<file path="config.mk">
export PLATFORM = sky130hd
export DESIGN_NAME = avr_irq_ctrl
export DESIGN_NICKNAME = d
export VERILOG_FILES = /design/src/rtl/avr_irq_ctrl.sv
export SDC_FILE = /design/constraint.sdc
export NUM_CORES = 1
export LEC_CHECK = 0
export CORE_MARGIN = 1
export CORE_UTILIZATION = 49
export DETAILED_ROUTE_END_ITERATION = 12
export HOLD_SLACK_MARGIN = 0.05
export PLACE_DENSITY_LB_ADDON = 0.25
export SLEW_MARGIN = 40
export SYNTH_ARGS = -nofsm -noshare
export SYNTH_HDL_FRONTEND = slang
export SYNTH_SLANG_ARGS = --single-unit
</file>
<file path="constraint.sdc">
create_clock -name clk -period 4.1 [get_ports clk]
set_input_delay 0.82 -clock clk [delete_from_list [all_inputs] [get_ports clk]]
set_output_delay 0.82 -clock clk [all_outputs]
set_load 0.1 [all_outputs]
</file>
<file path="src/rtl/avr_irq_ctrl.sv">
// rtl/avr_irq_ctrl.sv - fixed-priority interrupt controller, initiator end of the peripheral irq handshake
module avr_irq_ctrl #(
    parameter int NSRC  = 8,
    parameter int VEC_W = 5
) (
    input  logic             clk,
    input  logic             rst,
    input  logic [NSRC-1:0]  irq_req,
    input  logic             sreg_i,
    output logic [NSRC-1:0]  irq_exec,
    output logic             cpu_irq,
    output logic [VEC_W-1:0] cpu_vector,
    input  logic             cpu_ack,
    input  logic             cpu_reti,
    output logic             in_service
);

    localparam int SEL_W = (NSRC > 1) ? $clog2(NSRC) : 1;

    typedef enum logic [1:0] {
        IDLE    = 2'd0,
        PEND    = 2'd1,
        SERVICE = 2'd2,
        HOLD    = 2'd3
    } state_t;

    state_t             state_q, state_d;
    logic [SEL_W-1:0]   sel_q, sel_d;
    logic [SEL_W-1:0]   arb_idx;
    logic [NSRC-1:0]    irq_exec_q, irq_exec_d;
    logic               cpu_irq_q, cpu_irq_d;
    logic [VEC_W-1:0]   cpu_vector_q, cpu_vector_d;
    logic               in_service_q, in_service_d;

    // Fixed-priority arbiter: lowest set request index wins
    always_comb begin
        arb_idx = '0;
        for (int i = NSRC - 1; i >= 0; i--) begin
            if (irq_req[i]) begin
                arb_idx = SEL_W'(i);
            end
        end
    end

    // State and latched source register
    always_ff @(posedge clk or posedge rst) begin
        if (rst) begin
            state_q <= IDLE;
            sel_q   <= '0;
        end else begin
            state_q <= state_d;
            sel_q   <= sel_d;
        end
    end

    // Next-state logic; the selection is frozen once PEND is entered
    always_comb begin
        state_d = state_q;
        sel_d   = sel_q;
        case (state_q)
            IDLE: begin
                if (sreg_i && (irq_req != '0)) begin
                    state_d = PEND;
                    sel_d   = arb_idx;
                end
            end
            PEND: begin
                // An accept in the same cycle as a withdrawal still wins
                if (cpu_ack) begin
                    state_d = SERVICE;
                end else if (!irq_req[sel_q] || !sreg_i) begin
                    state_d = IDLE;
                end
            end
            SERVICE: begin
                if (cpu_reti) begin
                    state_d = HOLD;
                end
            end
            HOLD: begin
                // Core runs one instruction after RETI before we may interrupt again
                state_d = IDLE;
            end
            default: state_d = IDLE;
        endcase
    end

    // Output decode from the next state so every output leaves a flop
    always_comb begin
        cpu_irq_d    = (state_d == PEND);
        in_service_d = (state_d == SERVICE) || (state_d == HOLD);
        irq_exec_d   = '0;
        if ((state_q == PEND) && (state_d == SERVICE)) begin
            irq_exec_d[sel_q] = 1'b1;
        end
        cpu_vector_d = cpu_vector_q;
        if (state_d == PEND) begin
            cpu_vector_d = VEC_W'(sel_d) + VEC_W'(1);
        end
    end

    // Registered outputs; reset clears an in-flight exec pulse too
    always_ff @(posedge clk or posedge rst) begin
        if (rst) begin
            irq_exec_q   <= '0;
            cpu_irq_q    <= 1'b0;
            cpu_vector_q <= '0;
            in_service_q <= 1'b0;
        end else begin
            irq_exec_q   <= irq_exec_d;
            cpu_irq_q    <= cpu_irq_d;
            cpu_vector_q <= cpu_vector_d;
            in_service_q <= in_service_d;
        end
    end

    assign irq_exec   = irq_exec_q;
    assign cpu_irq    = cpu_irq_q;
    assign cpu_vector = cpu_vector_q;
    assign in_service = in_service_q;

endmodule
</file>
==> results.yml, run 1 <==
drt:
  drt-initial-drc-count: 3
  dr.pass1.iters: 4
  wl_met3_microns: 64
  wl_per_cell_microns: 12.2
  drc: 0
  routed_wl_microns: 1730
  vias: 735
  dr_wl_met2_microns: 813
  m1WireLength_microns: 819
  highest_layer: "met4"
  ant_nets: 0
  post_drt_via_cell_ratio: 5.21
logic_synthesis:
  synthTopCellsByArea: "dfrtp_1 (46%), mux2_2 (4.6%), nor2_1 (4.2%), a2111oi_4 (2.8%), nor4_2 (2.6%)"
  synth_area_sq_um: 975
  avgSynthCellArea_sq_um: 10.8
  synth_largest_area_cell: "dfrtp_1"
  yosysTopAreaCellShare_pct: 46.2
  ys_warn_count: 0
  synthDistinctLibCells: 37
  syn-num-nets: 104
  yosysSeqAreaShare_pct: 46.2
  postSynthCellCount: 90
  ys_ff_latch: 18
floorplanning:
  start_util_pct: 54.1
  ios: 28
  fp.dieH_microns: 46.6
  dieArea_sq_mm: 0.00217
  die_x_microns: 46.6
  core.rowCount: 15
  core_area_sq_mm: 0.00180
pwr:
  power.leakage_nw: 0.554
  power_density_mw_per_mm2: 748
  irDropWorstVdd_uv: 390
outcome:
  run_status: "complete, no violations"
timing:
  setup_violations: 0
  finClkSkew_ns: 0.00314
  rsz0062_at_grt: "no"
  fin_crit_ns: 2.83
  max_freq_mhz: 353
  hold_viol: 0
  tns_ns: 0
  maxSlewViolCount: 0
  worst_slew_pin_slew_ns: 0.649
  whs_ns: 0.482
  relSlewSlack_pct: 56.7
  period_share_pct: 69.0
grt:
  grt_pass1_wl_microns: 2970
  globalRouteTotalUtil_pct: 20.3
  grt_max_degree: 19
  antenna_found_initial: 0
  grt_overflow_total: 0
  grt_pass1_vias: 664
min_path:
  hp-start: "cpu_vector[3]$_DFFE_PP0P_"
  hold_depth: 2
  hold_path.class: "reg -> reg"
  hold-path-endpoint: "cpu_vector[3]$_DFFE_PP0P_"
finish:
  synthToLayoutAreaGrowth_pct: 22.7
  drive_above_1_share_pct: 31.0
  antenna_cells: 0
  fin_nets: 131
setup_path:
  crit_required_ns: 4.28
  crit_path_start_kind: "input pin"
  ff2ff_path_depth: 6
  rrSetupSlack_ns: 1.87
  r2r-end: "cpu_vector[1]$_DFFE_PP0P_"
  end_kind: "register"
  crit_type: "in -> reg"
  worst_ep_arrival_time_ns: 3.01
  r2r-start: "in_service$_DFF_PP0_"
  path_max_fanout: 6
cts:
  h-tree-depth: 1
  clock_path_buffers: 2
  cts-resized-gates: 0
  clk_pin_slew_worst_paths_ns: 0.09
  cts_tree: "yes"
  clkSinkCount: 18
  cts_inserted_buffers: 3
  cts_setup_buffers: 0
  clock_latency_ns: 0.29
  ctsHoldBuffers: 0
  cts_root_buf: "clkbuf_4"
placed_design:
  portBuffers: 26
  gp_congestion: 0.876
  hpwlAfterDp_microns: 1360
flow_run:
  cap_violations: 0
through the flow:
step	area [sq um]	util, %	worst slack, ns	total power (W)	instances
final	1200	66.4	1.27	0.000895	141
after detailed placement	1160	64.4	0.953	0.000793	137
after floorplan	975	-	1.53	0.000723	90
after CTS	1200	66.4	1.26	0.000899	141
after global routing	1200	66.4	1.14	0.000947	141
after global placement	1230	68.3	1.04	0.000818	137
layout by cell type, fill, tap and decap left out, types with 2 or more instances in the layout:
cell | synthesis | routed
a21o_2 | 2 | 2
a21oi_1 | 3 | 3
a31oi_1 | 2 | 2
buf_2 | 0 | 14
clkbuf_4 | 0 | 3
clkdlybuf4s50_1 | 0 | 12
dfrtp_1 | 18 | 18
inv_1 | 5 | 5
mux2_2 | 4 | 4
nand2_1 | 4 | 4
nand2b_1 | 3 | 3
nor2_1 | 11 | 11
nor3_1 | 4 | 4
nor4_2 | 2 | 2
o21ai_0 | 5 | 5
metal layers:
metal  global-route usage, %  up-vias
met5                       0        -
met4                    10.6        0
met3                    3.53        2
met2                    31.4       22
met1                    26.6      337
li1                        -      374
sequential cells by signal, indices dropped and copies added, names as in the netlist:
signal / cells
state_q: 1
cpu_vector: 4
sel_q: 3
cpu_irq: 1
in_service: 1
irq_exec: 8
how the worst max path moves through the flow:
stage	slack (ns)	start	depth (start not counted)	end
after floorplan	1.53	in_service$_DFF_PP0_	6	cpu_vector[1]$_DFFE_PP0P_
after global placement	1.04	irq_req[0]	7	cpu_vector[1]$_DFFE_PP0P_
after detailed placement	0.95	irq_req[0]	7	cpu_vector[1]$_DFFE_PP0P_
after CTS	1.26	irq_req[0]	7	cpu_vector[1]$_DFFE_PP0P_
after global routing	1.14	irq_req[0]	7	cpu_vector[1]$_DFFE_PP0P_
final	1.27	irq_req[0]	7	cpu_vector[1]$_DFFE_PP0P_
where the power goes:
part	total, W	internal, W	switching [W]
logic	0.000498	0.000139	0.000359
registers	0.000292	0.000228	0.0000644
clock network	0.000105	0.0000541	0.0000512
total	0.000895	0.000420	0.000475
cells by family after synthesis:
logic type	count (synthesis)	share of synthesized area, %
multiplexers	5	5.65
adder cells (fa/ha/maj)	1	1.28
AND/OR/NAND/NOR	32	18.5
AO/OA/AOI/OAI	23	21.4
flip-flops	18	46.2
other	1	0.385
XOR/XNOR	1	0.899
buffers and inverters	9	5.65
final cells by class:
class / instances / area, sq um
repair buffers: 26 / 190
multi-input cells: 63 / 469
well taps: 25 / 31.3
clock buffers: 4 / 36.3
fillers: 152 / 606
inverters: 5 / 18.8
flip-flops and latches: 18 / 450
critical path: stages:
cell and delay [ns]:
clkdlybuf4s50_1 0.53, nor4_2 0.57, a21oi_2 0.16, and2_1 0.19
a21o_2 0.19, ha_1 0.28, mux2_2 0.26
synth_stat cells:
master and count:
or2_2 1, nand4_1 1, dfrtp_1 18, ha_1 1, a21boi_0 1, mux2i_1 1, nor2b_1 1, nor4_2 2
xnor2_1 1, inv_1 5, a31oi_4 1, buf_4 3, a32oi_1 1, mux2_2 4, a21oi_1 3, and4bb_2 1
a31oi_1 2, o22a_2 1, o21a_1 1, o32a_2 1, a21o_4 1, nand2_1 4, a2111oi_4 1, or3b_4 1
nand2b_1 3, o22a_1 1, a21o_2 2, and3_1 1, o31ai_2 1, o21ai_0 5, nor3_1 4, and2_1 1
nor2_1 11, nand3_1 1, conb_1 1, clkbuf_8 1, a21oi_2 1
Note: power is estimated with default switching activity, not from simulation.
==> run 2, diff against run 1 <==
- CORE_UTILIZATION: 49 -> 41
- clock period: 4.1 -> 2.4 ns (I/O delays scaled with it)
==> results.yml, run 2 (synthesis gave the netlist of run 1 again) <==
timing:
  maxSlewViolCount: 0
  fin_crit_ns: 2.34
  worst_slew_pin_slew_ns: 0.650
  finClkSkew_ns: 0.00163
  period_share_pct: 97.7
  relSlewSlack_pct: 56.6
  hold_viol: 0
  max_freq_mhz: 427
  rsz0062_at_grt: "no"
  whs_ns: 0.495
  setup_violations: 0
setup_path:
  end_kind: "register"
  path_max_fanout: 3
  path_delay_family: "compound AO/OA/AOI/OAI gates"
  cp.depth: 7
  crit_required_ns: 2.58
  ff2ff_path_depth: 6
  cp_slowest_cell: "clkdlybuf4s50_1"
  critPathBufInv: 1
  crit_type: "in -> reg"
  path_cells: "clkdlybuf4s50_1, or3b_4, a21o_4, a2111oi_4, a21o_2, ha_1, mux2_2"
  crit_path_start_kind: "input pin"
  worst_ep_arrival_time_ns: 2.53
  r2r-start: "in_service$_DFF_PP0_"
  crit_path_max_incr_delay_ns: 0.49
  critPathLaunch: "sreg_i"
placed_design:
  portBuffers: 26
  placed_cells: 158
  placed_area_sq_mm: 0.00134
  hpwlAfterDp_microns: 1590
  gp_congestion: 0.820
finish:
  layout_commonest_cell: "buf_4"
  fin_cells: 162
  largest_reg_flops: 8
  antenna_cells: 0
  utilization_pct: 61.4
  synthToLayoutAreaGrowth_pct: 40.7
  final_cell_mix: "buf_4 (32), dfrtp_1 (17), clkdlybuf4s50_1 (12), nor2_1 (11)"
  drive_above_1_share_pct: 41.0
  fill_cells: 189
  fin_nets: 149
  final_cell_area_sq_mm: 0.00137
drt:
  post_drt_via_cell_ratio: 5.01
  ant_nets: 0
  vias: 812
  drc: 0
  routed_wl_microns: 1900
  dr.pass1.iters: 6
  wl_per_cell_microns: 11.7
  drt-initial-drc-count: 8
min_path:
  hp-start: "cpu_vector[3]$_DFFE_PP0P_"
  hold_path.class: "reg -> reg"
  hold_depth: 2
floorplanning:
  core.rowCount: 17
  dieArea_sq_mm: 0.00258
  die_x_microns: 50.8
  core_area_sq_mm: 0.00223
  start_util_pct: 43.6
  ios: 28
  fp.dieH_microns: 50.8
flow_run:
  cap_violations: 0
grt:
  grt_max_degree: 19
  grt_overflow_total: 0
  grt_pass1_wl_microns: 3300
  globalRouteTotalUtil_pct: 17.5
  grt_pass1_vias: 740
  antenna_found_initial: 0
cts:
  cts_setup_buffers: 0
  clk_pin_slew_worst_paths_ns: 0.10
  ctsHoldBuffers: 0
  cts_inserted_buffers: 3
  clock_path_buffers: 2
  h-tree-depth: 1
  clock_latency_ns: 0.29
  cts-resized-gates: 0
  cts_root_buf: "clkbuf_4"
  cts_tree: "yes"
  clkSinkCount: 18
pwr:
  power.leakage_nw: 0.643
  irDropWorstVdd_uv: 898
  power.total_w: 0.00161
  power_density_mw_per_mm2: 1180
outcome:
  run_status: "complete, no violations"
## run 2: cell types whose count changed in the layout (fill, tap and decap cells not counted), sizes merged
cell,delta
buf,+18
## run 2: power by group
part | internal (W) | switching, W | leakage [nW] | total [W]
Clock | 0.0000923 | 0.0000901 | 0.0210 | 0.000182
Combinational | 0.000310 | 0.000620 | 0.387 | 0.000930
Sequential | 0.000391 | 0.000108 | 0.235 | 0.000499
## run 2: worst register-to-register path, cell delays in order, from the launching register on
cell       delay [ns]
dfrtp_2          0.45
or3b_4           0.41
a21o_4           0.20
a2111oi_4        0.34
a21o_2           0.15
ha_1             0.21
mux2_2           0.25
## run 2: path summary, 6_finish.rpt
kind | slack, ns | endpoint
setup / recovery | 0.06 | cpu_vector[1]$_DFFE_PP0P_
hold / removal | 0.49 | cpu_vector[3]$_DFFE_PP0P_
setup reg to reg | 0.27 | cpu_vector[1]$_DFFE_PP0P_
hold reg to reg | 0.49 | cpu_vector[3]$_DFFE_PP0P_
max in group asynchronous | 1.37 | in_service$_DFF_PP0_
min in group asynchronous | 0.58 | cpu_irq$_DFF_PP0_
## run 2: routing by layer
metal	share of wire [%]	routed length [microns]	GRT usage [%]	up-vias
li1	-	-	-	411
met2	51	959	28.9	23
met5	0	0	0	-
met1	45	852	22.3	376
met4	1.0	19	8.33	0
met3	3.4	64	2.73	2
## run 2: final cells by class
| type | count | area [sq um] | share of cell area [%] |
|---|---|---|---|
| inverters | 5 | 18.8 | 1.37 |
| multi-input cells | 63 | 469 | 34.2 |
| clock buffers | 4 | 36.3 | 2.65 |
| well taps | 28 | 35.0 | 2.55 |
| flip-flops and latches | 18 | 452 | 32.9 |
| repair buffers | 44 | 360 | 26.3 |
## run 2: per-stage QoR
step | worst slack [ns] | TNS (ns)
floorplan | 0.0570 | 0
global placement | -0.207 | -0.300
detailed placement | -0.239 | -0.380
CTS | 0.0598 | 0
global route | 0.0400 | 0
finish | 0.0561 | 0
